### src/rtl/fifo_read_scheduler.sv
// Round-robin read scheduler for per-input-port FIFOs: grants one non-empty FIFO
// per burst, issues read strobes, and tags returned words with their source port.
module fifo_read_scheduler #(
    parameter int nPorts   = 4,
    parameter int width    = 8,
    parameter int maxBurst = 4
) (
    input  logic                      clk,
    input  logic                      rst,
    input  logic [nPorts-1:0]         empty,
    input  logic [nPorts*width-1:0]   readData,
    output logic [nPorts-1:0]         read,
    output logic [width-1:0]          outData,
    output logic [$clog2(nPorts)-1:0] outPort,
    output logic                      outValid,
    input  logic                      outReady
);

    localparam int PW = $clog2(nPorts);
    localparam int BW = $clog2(maxBurst + 1);

    typedef enum logic {IDLE, GRANT} state_t;

    state_t                 state;
    logic [PW-1:0]          rr_ptr;
    logic [PW-1:0]          grant;
    logic [PW-1:0]          next_grant;
    logic [PW-1:0]          fly_port;
    logic [BW-1:0]          burst_cnt;
    logic                   in_flight;
    logic                   any_ready;
    logic                   pop;
    logic                   push;
    logic                   credit_ok;
    logic                   do_read;
    logic [1:0]             count;
    logic [1:0]             occ;
    logic                   wr_ptr;
    logic                   rd_ptr;
    logic [width-1:0]       fly_data;
    logic [PW+width-1:0]    buf_mem [2];

    // First non-empty FIFO at or after rr_ptr, scanning cyclically.
    always_comb begin
        int unsigned idx;
        next_grant = '0;
        any_ready  = 1'b0;
        idx        = 0;
        for (int unsigned k = 0; k < nPorts; k++) begin
            idx = (32'(rr_ptr) + k) % nPorts;
            if (!any_ready && !empty[idx]) begin
                next_grant = PW'(idx);
                any_ready  = 1'b1;
            end
        end
    end

    // A read is allowed only if its word is guaranteed a buffer slot on return.
    always_comb begin
        pop       = outValid & outReady;
        push      = in_flight;
        occ       = count + {1'b0, in_flight};
        credit_ok = (occ - {1'b0, pop}) < 2'd2;
        do_read   = (state == GRANT) && !empty[grant] && credit_ok;
        read      = do_read ? (nPorts'(1) << grant) : '0;
        fly_data  = readData[32'(fly_port) * width +: width];
        outValid  = (count != 2'd0);
        outData   = buf_mem[rd_ptr][width-1:0];
        outPort   = buf_mem[rd_ptr][PW+width-1:width];
    end

    always_ff @(posedge clk or posedge rst) begin
        if (rst) begin
            state      <= IDLE;
            rr_ptr     <= '0;
            grant      <= '0;
            burst_cnt  <= '0;
            in_flight  <= 1'b0;
            fly_port   <= '0;
            count      <= '0;
            wr_ptr     <= 1'b0;
            rd_ptr     <= 1'b0;
            buf_mem[0] <= '0;
            buf_mem[1] <= '0;
        end else begin
            assert (!(push && !pop && count == 2'd2));

            in_flight <= do_read;
            if (do_read) fly_port <= grant;

            if (push) begin
                buf_mem[wr_ptr] <= {fly_port, fly_data};
                wr_ptr          <= ~wr_ptr;
            end
            if (pop) rd_ptr <= ~rd_ptr;
            if (push && !pop)      count <= count + 2'd1;
            else if (pop && !push) count <= count - 2'd1;

            case (state)
                IDLE: begin
                    if (any_ready) begin
                        grant     <= next_grant;
                        burst_cnt <= '0;
                        state     <= GRANT;
                    end
                end
                GRANT: begin
                    if (do_read) begin
                        burst_cnt <= burst_cnt + 1'b1;
                        if (burst_cnt == BW'(maxBurst - 1)) begin
                            state  <= IDLE;
                            rr_ptr <= (grant == PW'(nPorts - 1)) ? '0 : grant + 1'b1;
                        end
                    end else if (empty[grant]) begin
                        state  <= IDLE;
                        rr_ptr <= (grant == PW'(nPorts - 1)) ? '0 : grant + 1'b1;
                    end
                end
                default: state <= IDLE;
            endcase
        end
    end

endmodule
### config.mk
export PLATFORM = sky130hd
export DESIGN_NAME = fifo_read_scheduler
export DESIGN_NICKNAME = d
export VERILOG_FILES = /design/src/rtl/fifo_read_scheduler.sv
export SDC_FILE = /design/constraint.sdc
export NUM_CORES = 1
export LEC_CHECK = 0
export BUFFER_PORTS_ARGS = -buffer_cell sky130_fd_sc_hd__buf_2
export CAP_MARGIN = 10
export CORE_MARGIN = 3
export CORE_UTILIZATION = 56
export CTS_CLUSTER_DIAMETER = 200
export DETAILED_ROUTE_END_ITERATION = 7
export GPL_ROUTABILITY_DRIVEN = 1
export MAX_ROUTING_LAYER = met4
export PLACE_DENSITY = 0.84
export SYNTH_ARGS = -nofsm -noshare
export SYNTH_HDL_FRONTEND = slang
export SYNTH_SLANG_ARGS = --single-unit
### constraint.sdc
create_clock -name clk -period 4.6 [get_ports clk]
set_input_delay 0.69 -clock clk [delete_from_list [all_inputs] [get_ports clk]]
set_output_delay 0.69 -clock clk [all_outputs]
set_load 0.03 [all_outputs]
==> results.txt, run 1 <==
* Highest achievable clock rate: 309.9 MHz
- The tightest hold path in the finished design has a slack of 0.4355 ns.
* Share of layout cells above drive strength 1: 52.63%
* Setup total negative slack: 0 ns
- Number of buffers inserted during clock tree synthesis: 5
* Mean instance size in the synthesized netlist: 13.02 um^2
- For the worst-skew pair, the clock arrives at the later sink with an insertion delay of 0.33 ns.
- The first global-routing pass estimated 7.148 mm of wire.
- The flow ran to the end, and the final reports show no timing, DRC or antenna violations.
* Antenna diode instance count: 0
- Shortest period the worst path allows: 3.226 ns
- Along the worst path, the maximum fanout reaches 10.
* Crit path max-delay cell type: sky130_fd_sc_hd__dfrtp_1
- Largest stage delay on the critical path: 0.43 ns
* Number of max-slew violations in the final report: 0
- Sequential cell area fraction in the yosys report: 44.25%
- Synthesized netlist net count: 199
- CTS tree: built
- For this run, the detailed router's first-pass iteration total came to 4.
- After layout, the design draws a total of 1706 uW.
- HP Class: in2async
* Antenna violations before repair: 0
- Port buffering added 53 buffers.
- Starting density of the core: 61.80%
- Number of hold-repair buffers added at the cts stage: 0
- The netlist uses 31 different library cells.
- Total number of vias: 1386
* Post-CTS repair timing setup buffer count: 0
- The via count of the first global-routing pass was 1540.
- Layout-stage area growth over the synthesis result: 18.08%
- At the end of routability-driven placement, the weighted congestion stood at 0.7994.
- Fill cells in the final layout number 245.
* Unrepaired setup endpoints after global routing: false
* Final Routed Wirelength: 4.221 mm
* Nets: 255
- The initialized floorplan defines 20 standard-cell rows.
- Die Outline Area: 0.004284 mm^2
- Headroom to the max-slew limit came out at 37.51%.
* Cell area after synthesis: 0.001979 mm^2
* Root Driver: sky130_fd_sc_hd__clkbuf_4
- Once detail routing completed, the nets flagged for antenna violations numbered 0.
* Share of the core filled with cells in the final layout: 72.97%
- The critical path goes through or2_2, nand2_1, inv_1, ha_1, xor2_2, xnor2_2, nand3_4, nor2_1, buf_2.
- Count of clock tree sinks: 35
- Number of DRC markers after the initial detailed-route iteration: 57
* Total congestion overflow after global routing: 0
* Worst vdd ir: 0.5206 mV
* Endpoints failing hold: 0
- Summed over all nets, the half-perimeter wirelength after detailed placement is 3.264 mm.
* Level count of the clock H-tree: 2
- For this design the ratio of total power to cell area is 729.8 mW/mm^2.
- All-Layer GR Usage: 22.39%
- In this run the vertical extent of the chip is 65.45 um.
- Minimum setup slack among reg-to-reg paths: 2.29 ns
- The worst path meets setup with 1.374 ns of slack.
- Leakage power summed over all cells: 0.001147 uW
- Clock transition at the registers of the reported paths: 0.10 ns
* Maximum number of pins on one net before global-route repair: 36
- I/O pins: 54
- The clock passes through at most 2 buffers.
- Across the routed clock network, the largest skew measured is 0.007914 ns.
- Number of DRC violations after detailed routing: 0
- Number of flip-flops and latches in the synthesized netlist: 35
- The critical path is of the reg2out type.
- Counting every instance in the synthesized netlist gives 152.
- Data arrival time of the worst path: 2.54 ns
- Crit path launch type: flip-flop
- Prior to clock tree synthesis, the placed netlist has a worst setup slack of 1.688 ns.
- Data on the critical path is required at its endpoint by 3.91 ns.
* Routed length per placed instance: 16.68 um
* Post-route fraction of the period consumed by the critical path: 70.14%
- Ys Warns: 0
- Worst-Margin Slew: 0.9354 ns
* Width of the die: 65.45 um
- Setup violations remaining at the end of the flow were counted as 0.
* Reported max-cap violation count: 0
* Critical path capture point type: output pin
- Worst-case reg-to-reg path depth: 8
- The number of gates resized after CTS was 0.
* Vias per cell: 5.478
* Placeable Area: 0.003203 mm^2
==> kinds of logic (layout without fill, tap and decap cells) <==
kind of cell	count (synthesis)	after routing	synth area share, %
flip-flops	35	35	44.25
adder cells (fa/ha/maj)	8	8	5.057
multiplexers	48	48	32.30
XOR/XNOR	7	7	3.857
buffers and inverters	18	75	3.603
AND/OR/NAND/NOR	25	25	6.511
AO/OA/AOI/OAI	11	11	4.426
==> final timing paths <==
kind | from | endpoint
min in group clk | wr_ptr | wr_ptr
worst min register to register | wr_ptr | wr_ptr
max in group asynchronous | rst | buf_mem[7]
worst max-delay path | count[0] | read[0]
worst min-delay path | rst | buf_mem[6]
worst max register to register | count[0] | fly_port[0]
==> cells in the mapped netlist <==
master,instances,area [um^2]
sky130_fd_sc_hd__dfrtp_1,35,875.8
sky130_fd_sc_hd__mux2_2,31,349.1
sky130_fd_sc_hd__inv_1,13,48.80
sky130_fd_sc_hd__nand2_1,9,33.78
sky130_fd_sc_hd__ha_1,8,100.1
sky130_fd_sc_hd__mux4_2,8,180.2
sky130_fd_sc_hd__nor2_1,6,22.52
sky130_fd_sc_hd__mux2i_1,5,50.05
sky130_fd_sc_hd__mux2_4,4,60.06
sky130_fd_sc_hd__nand2b_1,3,18.77
sky130_fd_sc_hd__nor2b_1,3,18.77
sky130_fd_sc_hd__xor2_1,3,26.28
sky130_fd_sc_hd__a21oi_1,2,10.01
sky130_fd_sc_hd__buf_2,2,10.01
sky130_fd_sc_hd__clkbuf_1,2,7.510
sky130_fd_sc_hd__o21ai_0,2,10.01
sky130_fd_sc_hd__xnor2_1,2,17.52
sky130_fd_sc_hd__a21boi_0,1,7.510
sky130_fd_sc_hd__a22o_1,1,8.760
sky130_fd_sc_hd__a31oi_4,1,21.27
sky130_fd_sc_hd__clkbuf_2,1,5.000
sky130_fd_sc_hd__nand3_4,1,17.52
sky130_fd_sc_hd__nand4_1,1,6.260
sky130_fd_sc_hd__nor3_1,1,5.000
sky130_fd_sc_hd__o21a_1,1,7.510
sky130_fd_sc_hd__o22ai_1,1,6.260
sky130_fd_sc_hd__o2bb2ai_1,1,8.760
sky130_fd_sc_hd__o31ai_1,1,7.510
sky130_fd_sc_hd__or2_2,1,6.260
sky130_fd_sc_hd__xnor2_2,1,16.27
sky130_fd_sc_hd__xor2_2,1,16.27
==> per-layer routing <==
metal | wire length (um) | up-vias | track usage, %
li1 | - | 646 | -
met5 | 0 | - | -
met4 | 110 | 0 | 8.290
met1 | 1608 | 676 | 25.97
met2 | 2307 | 51 | 39.06
met3 | 193 | 13 | 3.761
==> flip-flops by register name, summed over array words and instances, names as in the netlist <==
signal     count
in_flight      1
wr_ptr         1
burst_cnt      3
count          2
buf_mem       20
fly_port       2
rr_ptr         2
state          1
grant          2
rd_ptr         1
==> final cells by class <==
| type | count | area, um^2 | share of cell area, % |
|---|---|---|---|
| Clock inverter | 3 | 15.01 | 0.6424 |
| Sequential cell | 35 | 875.8 | 37.47 |
| Timing Repair Buffer | 54 | 272.8 | 11.67 |
| Clock buffer | 5 | 37.54 | 1.606 |
| Inverter | 13 | 48.80 | 2.088 |
| Multi-Input combinational cell | 99 | 1032 | 44.16 |
| Tap cell | 44 | 55.05 | 2.355 |
==> metrics by stage <==
step | instances | area (um^2)
final | 253 | 2337
after floorplan | 152 | 1979
after CTS | 253 | 2337
after global routing | 253 | 2337
after global placement | 245 | 2285
after detailed placement | 245 | 2285
==> worst max-delay path, delay by kind of cell (launching register included) <==
family / cells / cell delay [ns]
buf+inv: 2 / 0.29
simple gates: 4 / 0.80
flops: 1 / 0.43
fa+ha+maj: 1 / 0.23
xor+xnor: 2 / 0.46
==> where the power goes <==
part	switching [uW]	internal (uW)	total, uW	leakage, uW
logic	466	457	923	0.000690
clock network	100	56.9	157	0.0000347
registers	168	458	626	0.000423
==> layout by cell type, fill, tap and decap left out, types with 4 or more instances in the layout <==
cell type and instances:
sky130_fd_sc_hd__nor2_1 6, sky130_fd_sc_hd__mux2_4 4, sky130_fd_sc_hd__mux2i_1 5, sky130_fd_sc_hd__mux4_2 8, sky130_fd_sc_hd__mux2_2 31, sky130_fd_sc_hd__clkbuf_4 5
sky130_fd_sc_hd__inv_1 13, sky130_fd_sc_hd__ha_1 8, sky130_fd_sc_hd__nand2_1 9, sky130_fd_sc_hd__dfrtp_1 35, sky130_fd_sc_hd__buf_2 53
(Power assumes the default switching activity.)
==> inputs of run 2 (changes only) <==
--- a/config.mk
+++ b/config.mk
@@ -8,12 +8,12 @@
 export BUFFER_PORTS_ARGS = -buffer_cell sky130_fd_sc_hd__buf_2
 export CAP_MARGIN = 10
 export CORE_MARGIN = 3
-export CORE_UTILIZATION = 56
+export CORE_UTILIZATION = 52
 export CTS_CLUSTER_DIAMETER = 200
 export DETAILED_ROUTE_END_ITERATION = 7
 export GPL_ROUTABILITY_DRIVEN = 1
 export MAX_ROUTING_LAYER = met4
-export PLACE_DENSITY = 0.84
+export PLACE_DENSITY = 0.79
 export SYNTH_ARGS = -nofsm -noshare
 export SYNTH_HDL_FRONTEND = slang
 export SYNTH_SLANG_ARGS = --single-unit
==> constraint.sdc (replaced) <==
create_clock -name clk -period 3.09 [get_ports clk]
set_input_delay 0.4635 -clock clk [delete_from_list [all_inputs] [get_ports clk]]
set_output_delay 0.4635 -clock clk [all_outputs]
set_load 0.03 [all_outputs]
==> results.txt, run 2 (synthesis results as in run 1) <==
* Part of the total power dissipated in the clock network: 15.3%
* Setup total negative slack: 0 ns
- P per Cell Area: 1126 mW/mm^2
- HP Class: in2async
- Chip height: 67.70 um
- Antenna diode instance count: 0
* Level count of the clock H-tree: 2
- Net load switching power: 1099 uW
- Cell Int Power: 1602 uW
- Leakage power summed over all cells: 0.001171 uW
* Number of global-route vias before repair: 1439
* Nets: 255
- VDD sags by at most 0.5356 mV.
* Number of DRC violations after detailed routing: 0
- Met2 wirelength from detailed routing: 2.211 mm
* Number of nets with antenna violations after routing: 0
* Most common library cell in the layout ignoring fill and taps: sky130_fd_sc_hd__buf_2
- Dividing the detail-routed via count by the number of cells gives 5.392.
- Of all nets on the critical path, the largest fanout is 10.
- Sum of internal, switching and leakage power: 2701 uW
- The routed design has 4.057 mm of wire.
- Endpoints failing hold: 0
- CTS tree: built
* Number of port buffers: 53
* Post-route worst hold slack: 0.2556 ns
- The layout has 276 filler cells.
- Count of clock tree sinks: 35
* Maximum number of pins on one net before global-route repair: 19
- Critical path capture point type: output pin
- The post-route netlist has 52.63% of its cells at a drive strength greater than 1.
- Routability-driven placement finished with a final weighted congestion of 0.7741.
- Combinational cells account for 50.1% of the total power.
- STA classifies the critical path startpoint as a flip-flop.
* Layout-stage area growth over the synthesis result: 21.24%
- WP data required: 2.63 ns
- Cells fill 68.67% of the core in the end.
* Placeable Area: 0.003495 mm^2
- Slew Limit Headroom: 38.44%
- Once the floorplan was initialized, standard cells occupied 56.64% of the core.
* Wire length of the first global-routing pass: 6.561 mm
* Number of detailed-routing iterations run before antenna repair: 4
- Final setup skew: 0.01145 ns
- Unrepaired setup endpoints after global routing: false
- Routed metal-1 wire length: 1.542 mm
- Total congestion overflow after global routing: 0
* Sequential group share of total power: 34.7%
* Max Root-Sink Buffers: 2
- Global routing used 20.78% of the available tracks across all layers.
- The initial antenna violation count is 0.
- After layout, the worst path uses 94.12% of the clock period.
* Worst-Margin Slew: 0.9215 ns
* Root Driver: sky130_fd_sc_hd__clkbuf_8
- Number of DRC markers after the initial detailed-route iteration: 26
- Clock tree synthesis inserted a total of 5 buffers.
* Outcome: finished, final reports clean
* Total placed cells including tap cells: 247
* CP Class: reg2out
- Clock transition at the registers of the reported paths: 0.08 ns
- Routed length per placed instance: 15.91 um
- Signal routing reaches up to met4.
- Across the run, the number of max-cap violations was 0.
* Shortest period the worst path allows: 2.908 ns
* Highest achievable clock rate: 343.8 MHz
* Number of max-slew violations in the final report: 0
- Width of the die: 67.70 um
- Counting flops per register, the top entry is buf_mem.
- Net switching is 40.69% of the power.
- Commonest cells after routing, fill and taps aside: 53 x sky130_fd_sc_hd__buf_2, 35 x sky130_fd_sc_hd__dfrtp_1, 31 x sky130_fd_sc_hd__mux2_2, 13 x sky130_fd_sc_hd__inv_1, 9 x sky130_fd_sc_hd__nand2_1
* Final cell count without fillers: 255
- Row generation in the floorplan step produced 21 rows.
- Half-perimeter wire length of the detailed placement result: 3.091 mm
* Total number of vias: 1375
- In the final layout, the registers with the most flip-flops are buf_mem x20, burst_cnt x3.
- I/O pins: 54
- Routed wl met3: 251 um
- Die Outline Area: 0.004583 mm^2
* Clock insertion delay at the later pin of the skew report: 0.30 ns
- The register with the most flip-flops in the layout has 20 of them.
- Data arrives at the worst endpoint at 2.44 ns.
- Final setup violation count: 0
-- run 2: worst paths after layout --
kind	start	endpoint	slack, ns	depth (start not counted)
setup / recovery	count[0]	read[1]	0.18	9
hold / removal	rst	fly_port[1]	0.26	2
setup reg to reg	count[0]	fly_port[0]	0.83	8
hold reg to reg	buf_mem[3]	buf_mem[3]	0.50	1
max in group asynchronous	rst	buf_mem[2]	2.14	3
min in group clk	outReady	rd_ptr	0.48	3
-- run 2: timing repair --
item / CTS / global route
resized for setup: 0 / 0
setup endpoints to repair: 0 / 1
hold buffers: 0 / 0
buffers inserted: 0 / 0
-- run 2: cell type report --
cell class,count,area (um^2),share of cell area [%]
multi-input combinational,99,1032,43.01
sequential,35,875.8,36.50
timing repair buffer,54,272.8,11.37
clock buffer,5,68.82,2.868
tap,46,57.56,2.398
inverter,13,48.80,2.033
clock inverter,3,43.79,1.825
-- run 2: power by group through the flow --
stage | clock network (uW) | logic (uW) | registers [uW]
6_report | 412 | 1350 | 936
3_3_place_gp | 0 | 1310 | 918
3_5_place_dp | 0 | 1360 | 948
4_1_cts | 419 | 1370 | 938
5_1_grt | 447 | 1460 | 978
2_1_floorplan | 0 | 1180 | 809
-- run 2: layer usage --
| layer | track usage [%] | up-vias |
|---|---|---|
| met5 | - | - |
| met1 | 19.59 | 677 |
| li1 | - | 649 |
| met3 | 5.990 | 5 |
| met4 | 6.076 | 0 |
| met2 | 39.98 | 44 |
-- run 2: through the flow --
step	instance area, um^2	worst slack, ns
global route	2400	0.009920
global placement	2287	0.5681
CTS	2400	0.1545
floorplan	1979	0.3706
finish	2400	0.1817
detailed placement	2287	0.4859
-- run 2: critical path: stages (launching register included) --
cell	delay, ns
sky130_fd_sc_hd__dfrtp_1	0.42
sky130_fd_sc_hd__or2_2	0.32
sky130_fd_sc_hd__nand2_1	0.12
sky130_fd_sc_hd__inv_1	0.06
sky130_fd_sc_hd__ha_1	0.23
sky130_fd_sc_hd__xor2_2	0.16
sky130_fd_sc_hd__xnor2_2	0.30
sky130_fd_sc_hd__nand3_4	0.20
sky130_fd_sc_hd__nor2_1	0.13
sky130_fd_sc_hd__buf_2	0.21
==> inputs of run 3 (changes only) <==
--- a/config.mk
+++ b/config.mk
@@ -8,12 +8,11 @@
 export BUFFER_PORTS_ARGS = -buffer_cell sky130_fd_sc_hd__buf_2
 export CAP_MARGIN = 10
 export CORE_MARGIN = 3
-export CORE_UTILIZATION = 52
+export CORE_UTILIZATION = 38
 export CTS_CLUSTER_DIAMETER = 200
 export DETAILED_ROUTE_END_ITERATION = 7
 export GPL_ROUTABILITY_DRIVEN = 1
 export MAX_ROUTING_LAYER = met4
-export PLACE_DENSITY = 0.79
 export SYNTH_ARGS = -nofsm -noshare
 export SYNTH_HDL_FRONTEND = slang
 export SYNTH_SLANG_ARGS = --single-unit
==> results.txt, run 3 (synthesis results as in run 1) <==
- The flow ran to the end, and the final reports show no timing, DRC or antenna violations.
- Routed length per placed instance: 14.76 um
- Width of the die: 78.18 um
* Die Outline Area: 0.006111 mm^2
- Number of buffers inserted during clock tree synthesis: 5
- Starting density of the core: 40.56%
- The internal portion of the total power is 1559 uW.
- Hold repair after CTS inserted 0 buffers.
- Antenna diode instance count: 0
- The min-delay analysis places its worst path in the category in2async.
* Maximum number of pins on one net before global-route repair: 19
* Total number of vias: 1388
* Clock insertion delay at the later pin of the skew report: 0.28 ns
- Minimum setup slack among reg-to-reg paths: 0.70 ns
- Setup repair after global routing left no endpoint under its margin.
- Source of the worst register-to-register timing path: count[0]
* Final setup violation count: 0
- Reg2Reg Capture Point: fly_port[1]
- Regs by FF count: buf_mem x20, burst_cnt x3
* Leakage power summed over all cells: 0.001172 uW
* Data arrival time of the worst path: 2.40 ns
* Clock transition at the registers of the reported paths: 0.07 ns
- Most common library cell in the layout ignoring fill and taps: sky130_fd_sc_hd__buf_2
- The first routing iteration left 51 violations.
* Endpoints failing hold: 0
- The first global-routing pass estimated 6.610 mm of wire.
- TritonCTS built the clock tree.
- The root buffer cell chosen for the clock tree is sky130_fd_sc_hd__clkbuf_8.
- Global routing finished with a remaining overflow of 0.
- Number of max-slew violations in the final report: 0
- The net count of the finished layout is 259.
- All-Layer GR Usage: 14.34%
- The clock net in this run drives a total of 35 sinks.
- The initial antenna violation count is 0.
- Compared with the post-synthesis result, the final layout area differs by 22.50%.
- Highest achievable clock rate: 348.7 MHz
- Number of DRC violations after detailed routing: 0
- The worst setup path is captured at an output pin.
- The count of nets left with antenna violations once routing finished came out at 0.
* Total placed cells including tap cells: 268
- STA classifies the critical path startpoint as a flip-flop.
- In this run switching power makes up 41.05% of total power.
- Number of global-route vias before repair: 1428
- In this run the tool buffered the top-level ports with 53 buffer cells.
* Commonest cells after routing, fill and taps aside: 53 x sky130_fd_sc_hd__buf_2, 35 x sky130_fd_sc_hd__dfrtp_1, 31 x sky130_fd_sc_hd__mux2_2, 13 x sky130_fd_sc_hd__inv_1, 9 x sky130_fd_sc_hd__nand2_1
- Half-perimeter wire length of the detailed placement result: 3.102 mm
- The core region is 0.004880 mm^2.
- Sequential group share of total power: 35.3%
- Summed over all failing endpoints, the final setup total negative slack is 0 ns.
* Largest register FFs: 20
- The number of gates resized after CTS was 0.
* Vias per cell: 4.957
- Chip height: 78.18 um
- WP data required: 2.63 ns
- Post-CTS repair timing setup buffer count: 0
- In the final layout, the share of cells above drive strength 1 is 52.58%.
* Final cell count without fillers: 280
- For the worst flop-to-flop path, the logic depth is 9.
- Summed over all nets, the switching power comes to 1086 uW.
* Part of the total power dissipated in the clock network: 12.0%
* Slew Limit Headroom: 39.99%
* CP Class: reg2out
- Reported max-cap violation count: 0
* Register with the most flip-flops: buf_mem
- The floorplan has 25 rows.
- Post-route fraction of the period consumed by the critical path: 92.80%
* Gp weighted congestion: 0.8382
- The worst path needs 2.868 ns of the cycle, external delays included.
- Power spread over the standard cell area amounts to 1091 mW/mm^2.
* Final setup skew: 0.003842 ns
* Worst vdd ir: 0.4915 mV
- Combinational share of power: 52.8%
- After detailed routing, the total wire length is 4.133 mm.
- Along the worst path, the maximum fanout reaches 8.
- Level count of the clock H-tree: 2
- During I/O placement, the number of pins put on the boundary was 54.
* Max Root-Sink Buffers: 2
* Number of detailed-routing iterations run before antenna repair: 4
* Worst-Margin Slew: 0.8983 ns
## run 3: cell types whose count changed in the layout (fill, tap and decap cells not counted), sizes merged
cell    change
bufinv      -1
buf         +4
clkinv      -1
clkbuf      +2
## run 3: power groups by stage
stage	clock network (uW)	registers [uW]	logic, uW
2_1_floorplan	0	809	1180
3_3_place_gp	0	925	1310
3_5_place_dp	0	949	1350
4_1_cts	327	941	1360
5_1_grt	341	981	1500
6_report	316	933	1400
## run 3: cell type report
cell class | instances | area, um^2
Fill cell | 452 | 2455
Inverter | 13 | 48.80
Sequential cell | 35 | 875.8
Timing Repair Buffer | 58 | 302.8
Clock buffer | 7 | 76.32
Multi-Input combinational cell | 99 | 1032
Tap cell | 67 | 83.83
Clock inverter | 1 | 5.005
## run 3: per-stage QoR
step           instance area, um^2  hold WS, ns  utilization [%]  total power, uW  setup slack [ns]
2_1_floorplan                 1979       0.4517                -             1987            0.3706
3_3_place_gp                  2313       0.4672            47.41             2238            0.5553
3_5_place_dp                  2313       0.4775            47.41             2302            0.4206
4_1_cts                       2395       0.2899            49.08             2628            0.1068
5_1_grt                       2425       0.3364            49.69             2823           0.03882
6_report                      2425       0.2737            49.69             2645            0.2225
## run 3: worst max-delay path by stage
stage / start / endpoint / slack, ns / cells past startpoint
finish: count[0] / read[0] / 0.22 / 9
floorplan: count[0] / read[0] / 0.37 / 8
global placement: count[0] / read[1] / 0.56 / 9
global route: count[0] / read[3] / 0.04 / 9
detailed placement: count[0] / read[1] / 0.42 / 9
CTS: count[0] / read[0] / 0.11 / 9
## run 3: worst max-delay path, cell delays in order (launching register included)
cell and delay [ns]:
sky130_fd_sc_hd__dfrtp_1 0.43, sky130_fd_sc_hd__or2_2 0.32, sky130_fd_sc_hd__nand2_1 0.14, sky130_fd_sc_hd__inv_1 0.06, sky130_fd_sc_hd__ha_1 0.29, sky130_fd_sc_hd__nor2b_1 0.22
sky130_fd_sc_hd__xnor2_2 0.20, sky130_fd_sc_hd__nand3_4 0.16, sky130_fd_sc_hd__nor2_1 0.12, sky130_fd_sc_hd__buf_2 0.20
## run 3: per-layer routing
layer	up-vias	global-route usage, %	share of wire (%)
li1	650	-	-
met1	690	17.49	41
met2	44	23.29	53
met3	4	3.899	5.3
met4	0	4.545	0.82
met5	-	-	0
